`src/rtl/seg7_pkg.sv`:
```
// Shared seven-segment constants and polarity helper for the scan driver.
// Segment bit order is {g,f,e,d,c,b,a}, active-high.
package seg7_pkg;

   localparam int unsigned SEG_W = 7;

   localparam logic [SEG_W-1:0] SEG_0     = 7'h3F;
   localparam logic [SEG_W-1:0] SEG_1     = 7'h06;
   localparam logic [SEG_W-1:0] SEG_2     = 7'h5B;
   localparam logic [SEG_W-1:0] SEG_3     = 7'h4F;
   localparam logic [SEG_W-1:0] SEG_4     = 7'h66;
   localparam logic [SEG_W-1:0] SEG_5     = 7'h6D;
   localparam logic [SEG_W-1:0] SEG_6     = 7'h7D;
   localparam logic [SEG_W-1:0] SEG_7     = 7'h07;
   localparam logic [SEG_W-1:0] SEG_8     = 7'h7F;
   localparam logic [SEG_W-1:0] SEG_9     = 7'h6F;
   localparam logic [SEG_W-1:0] SEG_A     = 7'h77;
   localparam logic [SEG_W-1:0] SEG_B     = 7'h7C;
   localparam logic [SEG_W-1:0] SEG_C     = 7'h39;
   localparam logic [SEG_W-1:0] SEG_D     = 7'h5E;
   localparam logic [SEG_W-1:0] SEG_E     = 7'h79;
   localparam logic [SEG_W-1:0] SEG_F     = 7'h71;
   localparam logic [SEG_W-1:0] SEG_BLANK = 7'h00;

   function automatic logic [SEG_W-1:0] seg_polarity(input logic [SEG_W-1:0] seg,
                                                     input logic             active_low);
      return active_low ? ~seg : seg;
   endfunction

endpackage

```
`src/rtl/seg7_scan_driver_if.sv`:
```
// Producer-side load bus and board-side display pins of the scan driver.
interface seg7_scan_driver_if #(
   parameter int unsigned NUM_DIGITS = 8
);
   logic [4*NUM_DIGITS-1:0] digits_in;
   logic [NUM_DIGITS-1:0]   dp_in;
   logic [NUM_DIGITS-1:0]   digit_en;
   logic                    blank_lz;
   logic                    load;
   logic [6:0]              cathodes;
   logic                    dp;
   logic [NUM_DIGITS-1:0]   anodes;
   logic                    frame_done;

   modport master (
      output digits_in, dp_in, digit_en, blank_lz, load,
      input  cathodes, dp, anodes, frame_done
   );

   modport slave (
      input  digits_in, dp_in, digit_en, blank_lz, load,
      output cathodes, dp, anodes, frame_done
   );
endinterface

```
`src/rtl/seg7_hex_decode.sv`:
```
// Combinational hex nibble to seven-segment pattern, active-high.
module seg7_hex_decode
   import seg7_pkg::*;
(
   input  logic [3:0]       nibble,
   output logic [SEG_W-1:0] seg
);
   always_comb begin
      seg = SEG_BLANK;
      case (nibble)
         4'h0: seg = SEG_0;
         4'h1: seg = SEG_1;
         4'h2: seg = SEG_2;
         4'h3: seg = SEG_3;
         4'h4: seg = SEG_4;
         4'h5: seg = SEG_5;
         4'h6: seg = SEG_6;
         4'h7: seg = SEG_7;
         4'h8: seg = SEG_8;
         4'h9: seg = SEG_9;
         4'hA: seg = SEG_A;
         4'hB: seg = SEG_B;
         4'hC: seg = SEG_C;
         4'hD: seg = SEG_D;
         4'hE: seg = SEG_E;
         4'hF: seg = SEG_F;
      endcase
   end
endmodule

```
`src/rtl/seg7_scan_driver.sv`:
```
// Time-multiplexed seven-segment scanner with a double-buffered digit bank
// that swaps only at frame boundaries.
module seg7_scan_driver
   import seg7_pkg::*;
#(
   parameter int unsigned NUM_DIGITS  = 8,
   parameter int unsigned SLOT_CYCLES = 10000,
   parameter bit          ACTIVE_LOW  = 1'b1
) (
   input logic               clk_5MHz,
   input logic               reset,
   seg7_scan_driver_if.slave bus
);
   localparam int unsigned   IW        = $clog2(NUM_DIGITS);
   localparam int unsigned   CW        = $clog2(SLOT_CYCLES);
   localparam int unsigned   DW        = 4 * NUM_DIGITS;
   localparam logic [CW-1:0] SLOT_LAST = CW'(SLOT_CYCLES - 1);

   logic [CW-1:0]         cnt;
   logic [IW-1:0]         idx, idx_next, above_idx, first_idx;
   logic                  tick, boundary, above_found, nb_any;
   logic [DW-1:0]         sh_dig, act_dig, ld_dig, nb_dig;
   logic [NUM_DIGITS-1:0] sh_dp, act_dp, ld_dp, nb_dp;
   logic [NUM_DIGITS-1:0] sh_en, act_en, ld_en, nb_en;
   logic                  sh_blz, act_blz, ld_blz, nb_blz;
   logic [3:0]            nb_nib [NUM_DIGITS];
   logic [NUM_DIGITS-1:0] blanked;
   logic [3:0]            cur_nib;
   logic [SEG_W-1:0]      dec_seg, seg_c;
   logic [NUM_DIGITS-1:0] an_c;
   logic                  dp_c;
   logic [NUM_DIGITS-1:0] an_q;
   logic [SEG_W-1:0]      cath_q;
   logic                  dp_q, fd_q;

   // Lowest enabled index strictly above cur; MSB flags that one exists.
   function automatic logic [IW:0] next_above(input logic [NUM_DIGITS-1:0] en,
                                              input logic [IW-1:0]         cur);
      logic [IW:0] r;
      r = '0;
      for (int i = int'(NUM_DIGITS) - 1; i >= 0; i--)
         if (en[i] && (IW'(i) > cur)) r = {1'b1, IW'(i)};
      return r;
   endfunction

   function automatic logic [IW-1:0] lowest_en(input logic [NUM_DIGITS-1:0] en);
      logic [IW-1:0] r;
      r = '0;
      for (int i = int'(NUM_DIGITS) - 1; i >= 0; i--)
         if (en[i]) r = IW'(i);
      return r;
   endfunction

   // Boundary detection, bank selection (with load bypass) and index search.
   always_comb begin
      tick                     = (cnt == '0);
      {above_found, above_idx} = next_above(act_en, idx);
      boundary                 = tick && (!(|act_en) || !above_found);

      if (bus.load) {ld_dig, ld_dp, ld_en, ld_blz} = {bus.digits_in, bus.dp_in, bus.digit_en, bus.blank_lz};
      else          {ld_dig, ld_dp, ld_en, ld_blz} = {sh_dig, sh_dp, sh_en, sh_blz};

      if (boundary) {nb_dig, nb_dp, nb_en, nb_blz} = {ld_dig, ld_dp, ld_en, ld_blz};
      else          {nb_dig, nb_dp, nb_en, nb_blz} = {act_dig, act_dp, act_en, act_blz};

      nb_any    = |nb_en;
      first_idx = lowest_en(nb_en);
      idx_next  = idx;
      if (tick) begin
         if (boundary) begin
            if (nb_any) idx_next = first_idx;
         end else begin
            idx_next = above_idx;
         end
      end

      for (int i = 0; i < int'(NUM_DIGITS); i++)
         nb_nib[i] = nb_en[i] ? nb_dig[4*i +: 4] : 4'h0;

      // Blank runs of zeros from the top down; digit 0 always shows.
      blanked = '0;
      begin
         logic lz;
         lz = nb_blz;
         for (int i = int'(NUM_DIGITS) - 1; i >= 1; i--) begin
            if (nb_nib[i] != 4'h0) lz = 1'b0;
            blanked[i] = lz;
         end
      end
      cur_nib = nb_nib[idx_next];
   end

   seg7_hex_decode u_dec (
      .nibble (cur_nib),
      .seg    (dec_seg)
   );

   // Active-high slot image for the digit about to be shown.
   always_comb begin
      an_c  = '0;
      seg_c = SEG_BLANK;
      dp_c  = 1'b0;
      if (nb_any) begin
         an_c[idx_next] = 1'b1;
         dp_c           = nb_dp[idx_next];
         if (!blanked[idx_next]) seg_c = dec_seg;
      end
   end

   always_ff @(posedge clk_5MHz) begin
      if (reset) begin
         cnt     <= SLOT_LAST;
         idx     <= '0;
         sh_dig  <= '0;
         sh_dp   <= '0;
         sh_en   <= '0;
         sh_blz  <= 1'b0;
         act_dig <= '0;
         act_dp  <= '0;
         act_en  <= '0;
         act_blz <= 1'b0;
         an_q    <= {NUM_DIGITS{ACTIVE_LOW}};
         cath_q  <= seg_polarity(SEG_BLANK, ACTIVE_LOW);
         dp_q    <= ACTIVE_LOW;
         fd_q    <= 1'b0;
      end else begin
         cnt <= tick ? SLOT_LAST : cnt - CW'(1);
         if (bus.load) {sh_dig, sh_dp, sh_en, sh_blz} <= {bus.digits_in, bus.dp_in, bus.digit_en, bus.blank_lz};
         if (boundary) {act_dig, act_dp, act_en, act_blz} <= {ld_dig, ld_dp, ld_en, ld_blz};
         if (tick) begin
            idx    <= idx_next;
            an_q   <= an_c ^ {NUM_DIGITS{ACTIVE_LOW}};
            cath_q <= seg_polarity(seg_c, ACTIVE_LOW);
            dp_q   <= dp_c ^ ACTIVE_LOW;
         end
         fd_q <= boundary;
      end
   end

   assign bus.anodes     = an_q;
   assign bus.cathodes   = cath_q;
   assign bus.dp         = dp_q;
   assign bus.frame_done = fd_q;

endmodule

```
`src/flat_wrapper.sv`:
```
// flat-port wrapper written by rule: the top's interface ports become plain ports
module seg7_scan_driver_flat import seg7_pkg::*;
#(
   parameter int unsigned NUM_DIGITS  = 8,
   parameter int unsigned SLOT_CYCLES = 10000,
   parameter bit          ACTIVE_LOW  = 1'b1
)
  (clk_5MHz, reset, bus_digits_in, bus_dp_in, bus_digit_en, bus_blank_lz, bus_load, bus_cathodes, bus_dp, bus_anodes, bus_frame_done);
  seg7_scan_driver_if #(.NUM_DIGITS(NUM_DIGITS)) bus_i ();
  input logic clk_5MHz;
  input logic reset;
  input wire logic [$bits(bus_i.digits_in)-1:0] bus_digits_in;
  input wire logic [$bits(bus_i.dp_in)-1:0] bus_dp_in;
  input wire logic [$bits(bus_i.digit_en)-1:0] bus_digit_en;
  input wire logic [$bits(bus_i.blank_lz)-1:0] bus_blank_lz;
  input wire logic [$bits(bus_i.load)-1:0] bus_load;
  output wire logic [$bits(bus_i.cathodes)-1:0] bus_cathodes;
  output wire logic [$bits(bus_i.dp)-1:0] bus_dp;
  output wire logic [$bits(bus_i.anodes)-1:0] bus_anodes;
  output wire logic [$bits(bus_i.frame_done)-1:0] bus_frame_done;
  assign bus_i.digits_in = bus_digits_in;
  assign bus_i.dp_in = bus_dp_in;
  assign bus_i.digit_en = bus_digit_en;
  assign bus_i.blank_lz = bus_blank_lz;
  assign bus_i.load = bus_load;
  assign bus_cathodes = bus_i.cathodes;
  assign bus_dp = bus_i.dp;
  assign bus_anodes = bus_i.anodes;
  assign bus_frame_done = bus_i.frame_done;
  seg7_scan_driver #(.NUM_DIGITS(NUM_DIGITS), .SLOT_CYCLES(SLOT_CYCLES), .ACTIVE_LOW(ACTIVE_LOW)) u_core (.clk_5MHz(clk_5MHz), .reset(reset), .bus(bus_i));
endmodule
```
`config.mk`:
```
export PLATFORM = sky130hd
export DESIGN_NAME = seg7_scan_driver_flat
export DESIGN_NICKNAME = d
export VERILOG_FILES = /design/src/rtl/seg7_pkg.sv /design/src/rtl/seg7_scan_driver_if.sv /design/src/rtl/seg7_hex_decode.sv /design/src/rtl/seg7_scan_driver.sv /design/src/flat_wrapper.sv
export SDC_FILE = /design/constraint.sdc
export NUM_CORES = 1
export LEC_CHECK = 0
export ABC_CLOCK_PERIOD_IN_PS = 10800
export BUFFER_PORTS_ARGS = -buffer_cell sky130_fd_sc_hd__buf_2
export CAP_MARGIN = 10
export CORE_ASPECT_RATIO = 1.2
export CORE_MARGIN = 2
export CORE_UTILIZATION = 55
export CTS_CLUSTER_SIZE = 10
export DETAILED_ROUTE_END_ITERATION = 12
export PLACE_DENSITY = 0.71
export SYNTH_ARGS = -nofsm -noshare
export SYNTH_HDL_FRONTEND = slang
export SYNTH_SLANG_ARGS = --single-unit
```
`constraint.sdc`:
```
create_clock -name clk_5MHz -period 10.8 [get_ports clk_5MHz]
set_input_delay 1.62 -clock clk_5MHz [delete_from_list [all_inputs] [get_ports clk_5MHz]]
set_output_delay 1.62 -clock clk_5MHz [all_outputs]
set_load 0.1 [all_outputs]
```
==> results.py <==
metrics = {
    "run_status": {
        "status": "completed",
    },
    "synth": {
        "synth_flop_cell": "dfxtp_1",
        "ys_seq_area_share_pct": 41.6,
        "synth.avg_cell_area_um2": 8.35,
        "async_reset_ff_share_pct": 0,
        "synth_fp_nets": 821,
        "synth_cell_type_count": 72,
        "netlist_area_mm2": 0.00635,
        "synth_seq_cells": 132,
        "netlist_instances": 761,
        "synth_edf_count": 0,
        "ys_warn_count": 0,
    },
    "timing": {
        "slew_headroom_pct": 25.9,
        "setup_viol": 0,
        "rsz0062_at_grt": "false",
        "final.min_clock_period_ns": 6.04,
        "tightest_slew_ns": 1.11,
        "hold_viol": 0,
        "final-max-slew-violation-count": 0,
        "fmax_mhz": 166,
        "fin_crit_sh_pct": 55.9,
        "tns_ns": 0,
        "skew_ns": 0.00565,
        "holdWs_ns": 0.414,
    },
    "drt": {
        "wl_um": 17100,
        "wl_per_cell_um": 17.6,
        "dr_total_vias": 5785,
        "dr.pass1.iters": 6,
        "remaining_drc_errors": 0,
        "drt-vias-per-instance": 5.96,
        "postRouteAntennaNets": 0,
        "drtIter0Drc": 438,
    },
    "layout": {
        "final_nets": 864,
        "drive_above_1_share_pct": 15.5,
        "syn2layout_area_growth_pct": 15.0,
        "final_cells": 971,
        "antenna_cells": 0,
        "postLayoutCoreUtil_pct": 64.1,
    },
    "hold_path": {
        "hold_path.class": "reg2reg",
        "hold_depth": 1,
    },
    "grt": {
        "grt_pass1_wl_um": 27600,
        "track_usage_pct": 29.0,
        "grt_pass1_vias": 5553,
        "gr-total-overflow": 0,
        "grt_antenna_before_repair": 0,
        "grt_max_degree": 100,
    },
    "clocking": {
        "cts_buffers": 17,
        "cts_sinks": 132,
        "clk_pin_slew_ns": 0.05,
        "post_cts_buffers": 0,
        "worstSkewPairLatency_ns": 0.41,
        "ctsResizeCount": 0,
        "hold_buffers": 0,
        "cts_buffer_depth": 2,
        "root_buffer": "clkbuf_16",
        "cts_tree": "yes",
        "htree_levels": 4,
    },
    "worst_setup_path": {
        "cp_max_fo": 77,
        "setup.worst_path.start": "bus_load",
        "end_kind": "flop",
        "r2r_end": "u_core.bus.cathodes[3]",
        "reg2reg_depth": 17,
        "r2r_setup_slack_ns": 5.57,
        "critical_path_class": "in2reg",
        "rr_startpoint": "u_core.cnt[0]",
        "cp-start-kind": "input pin",
        "endpoint": "u_core.bus.cathodes[3]",
        "critPathArrivalTime_ns": 6.34,
        "required_ns": 11.10,
    },
    "floorplanning": {
        "ios": 69,
        "die_width_um": 102,
        "die_area_mm2": 0.0124,
        "core_area_mm2": 0.0114,
        "die_h_um": 122,
        "rows": 43,
        "initial_utilization_pct": 55.7,
    },
    "place": {
        "numPortBuffers": 68,
        "dp_hpwl_um": 12100,
        "gp_congestion": 0.945,
        "place_inst": 942,
    },
    "power_and_ir_drop": {
        "leakagePower_uw": 0.00288,
        "p_per_area_mw_per_mm2": 156,
        "vdd_drop_max_uv": 158,
    },
    "flow_run": {
        "drv_cap": 0,
    },
}
[how the worst min path moves through the flow]
stage	startpoint	to	slack, ns
6_report	u_core.cnt[0]	u_core.cnt[0]	0.41
5_1_grt	u_core.cnt[0]	u_core.cnt[0]	0.45
4_1_cts	u_core.cnt[0]	u_core.cnt[0]	0.42
3_5_place_dp	u_core.cnt[0]	u_core.cnt[0]	0.40
3_3_place_gp	u_core.cnt[0]	u_core.cnt[0]	0.40
2_1_floorplan	u_core.cnt[0]	u_core.cnt[0]	0.38
[registers in the layout, summed over array words and instances (netlist names), 3 cells and up]
signal and count:
u_core.cnt 14, u_core.idx 3, u_core.sh_en 8, u_core.sh_dp 8
u_core.act_en 8, u_core.bus.anodes 8, u_core.sh_dig 32, u_core.act_dp 8
u_core.bus.cathodes 7, u_core.act_dig 32
[critical path: stages]
cell and delay, ns:
buf_4 0.71, mux2i_1 0.45, o21ai_0 0.17, a31o_2 0.27, a211oi_2 0.59, nor2_1 0.39, a311oi_1 0.32, a31oi_1 0.08
a221oi_1 0.73, inv_1 0.21, ha_1 0.29, mux2_2 0.27, o22ai_1 0.13, a21oi_1 0.05
[cell usage in the layout, fill, tap and decap left out, types with 5 or more instances in the layout]
master and count:
a211oi_1 13, a21oi_1 56, a311oi_1 5, a31oi_1 9, buf_2 66, buf_4 8
clkbuf_1 5, clkbuf_16 17, dfxtp_1 132, ha_1 8, inv_1 14, mux2_2 11
mux2i_1 50, nand2_1 34, nand2b_1 9, nand3_1 5, nor2_1 160, nor2b_1 14
nor3_1 39, nor4_1 13, o21ai_0 22, o22ai_1 6, or3_1 7, or4_1 6
xnor2_1 6, xor2_1 6
[stage by stage]
step	power [uW]	cell area, um^2	setup WS (ns)
after floorplan	555	6350	5.42
after global placement	575	6730	4.62
after detailed placement	578	6730	4.36
after CTS	1150	7310	4.79
after global routing	1180	7310	4.27
final	1140	7310	4.76
[report_power, final]
part | total [uW] | switching (uW) | internal, uW | leakage (uW)
clock | 571 | 194 | 377 | 0.000280
combinational | 62.7 | 36.7 | 26.0 | 0.00153
sequential | 505 | 5.99 | 499 | 0.00107
total | 1140 | 236 | 903 | 0.00288
[cell usage after synthesis, types with 5 or more instances]
library cell | instances | area [um^2]
nand3_1 | 5 | 25.0
inv_1 | 14 | 52.6
xor2_1 | 6 | 52.6
or4_1 | 6 | 45.0
buf_2 | 6 | 30.0
mux2i_1 | 50 | 500
nand2_1 | 35 | 131
o21ai_0 | 22 | 110
nor4_1 | 13 | 81.3
clkbuf_1 | 35 | 131
a21oi_1 | 56 | 280
dfxtp_1 | 132 | 2640
o22ai_1 | 6 | 37.5
xnor2_1 | 6 | 52.6
nor2b_1 | 14 | 87.6
nor3_1 | 39 | 195
a311oi_1 | 5 | 43.8
nand2b_1 | 9 | 56.3
ha_1 | 8 | 100
nor2_1 | 160 | 601
a211oi_1 | 13 | 97.6
or3_1 | 7 | 43.8
mux2_2 | 11 | 124
buf_1 | 6 | 22.5
a31oi_1 | 9 | 56.3
[cell families after synthesis]
kind of cell,share of synthesized area [%]
simple gates,24.0
compound gates,17.1
flops,41.6
buf+inv,4.25
mux,9.82
xor+xnor,1.65
fa+ha+maj,1.58
[area by class of cell]
cell class,instances,area [um^2]
Fill cell,1028,4100
Multi-Input combinational cell,565,3440
Sequential cell,132,2640
Clock buffer,25,485
Timing Repair Buffer,74,390
Tap cell,157,196
Clock inverter,4,97.6
Inverter,14,52.6
[layer usage]
layer,track usage (%),vias up,routed length [um]
met5,0,-,0
met4,11.5,0,440
met3,7.11,37,1020
met2,47.1,188,8370
met1,36.8,2758,7270
li1,-,2802,-
Note: power is estimated with default switching activity, not from simulation.
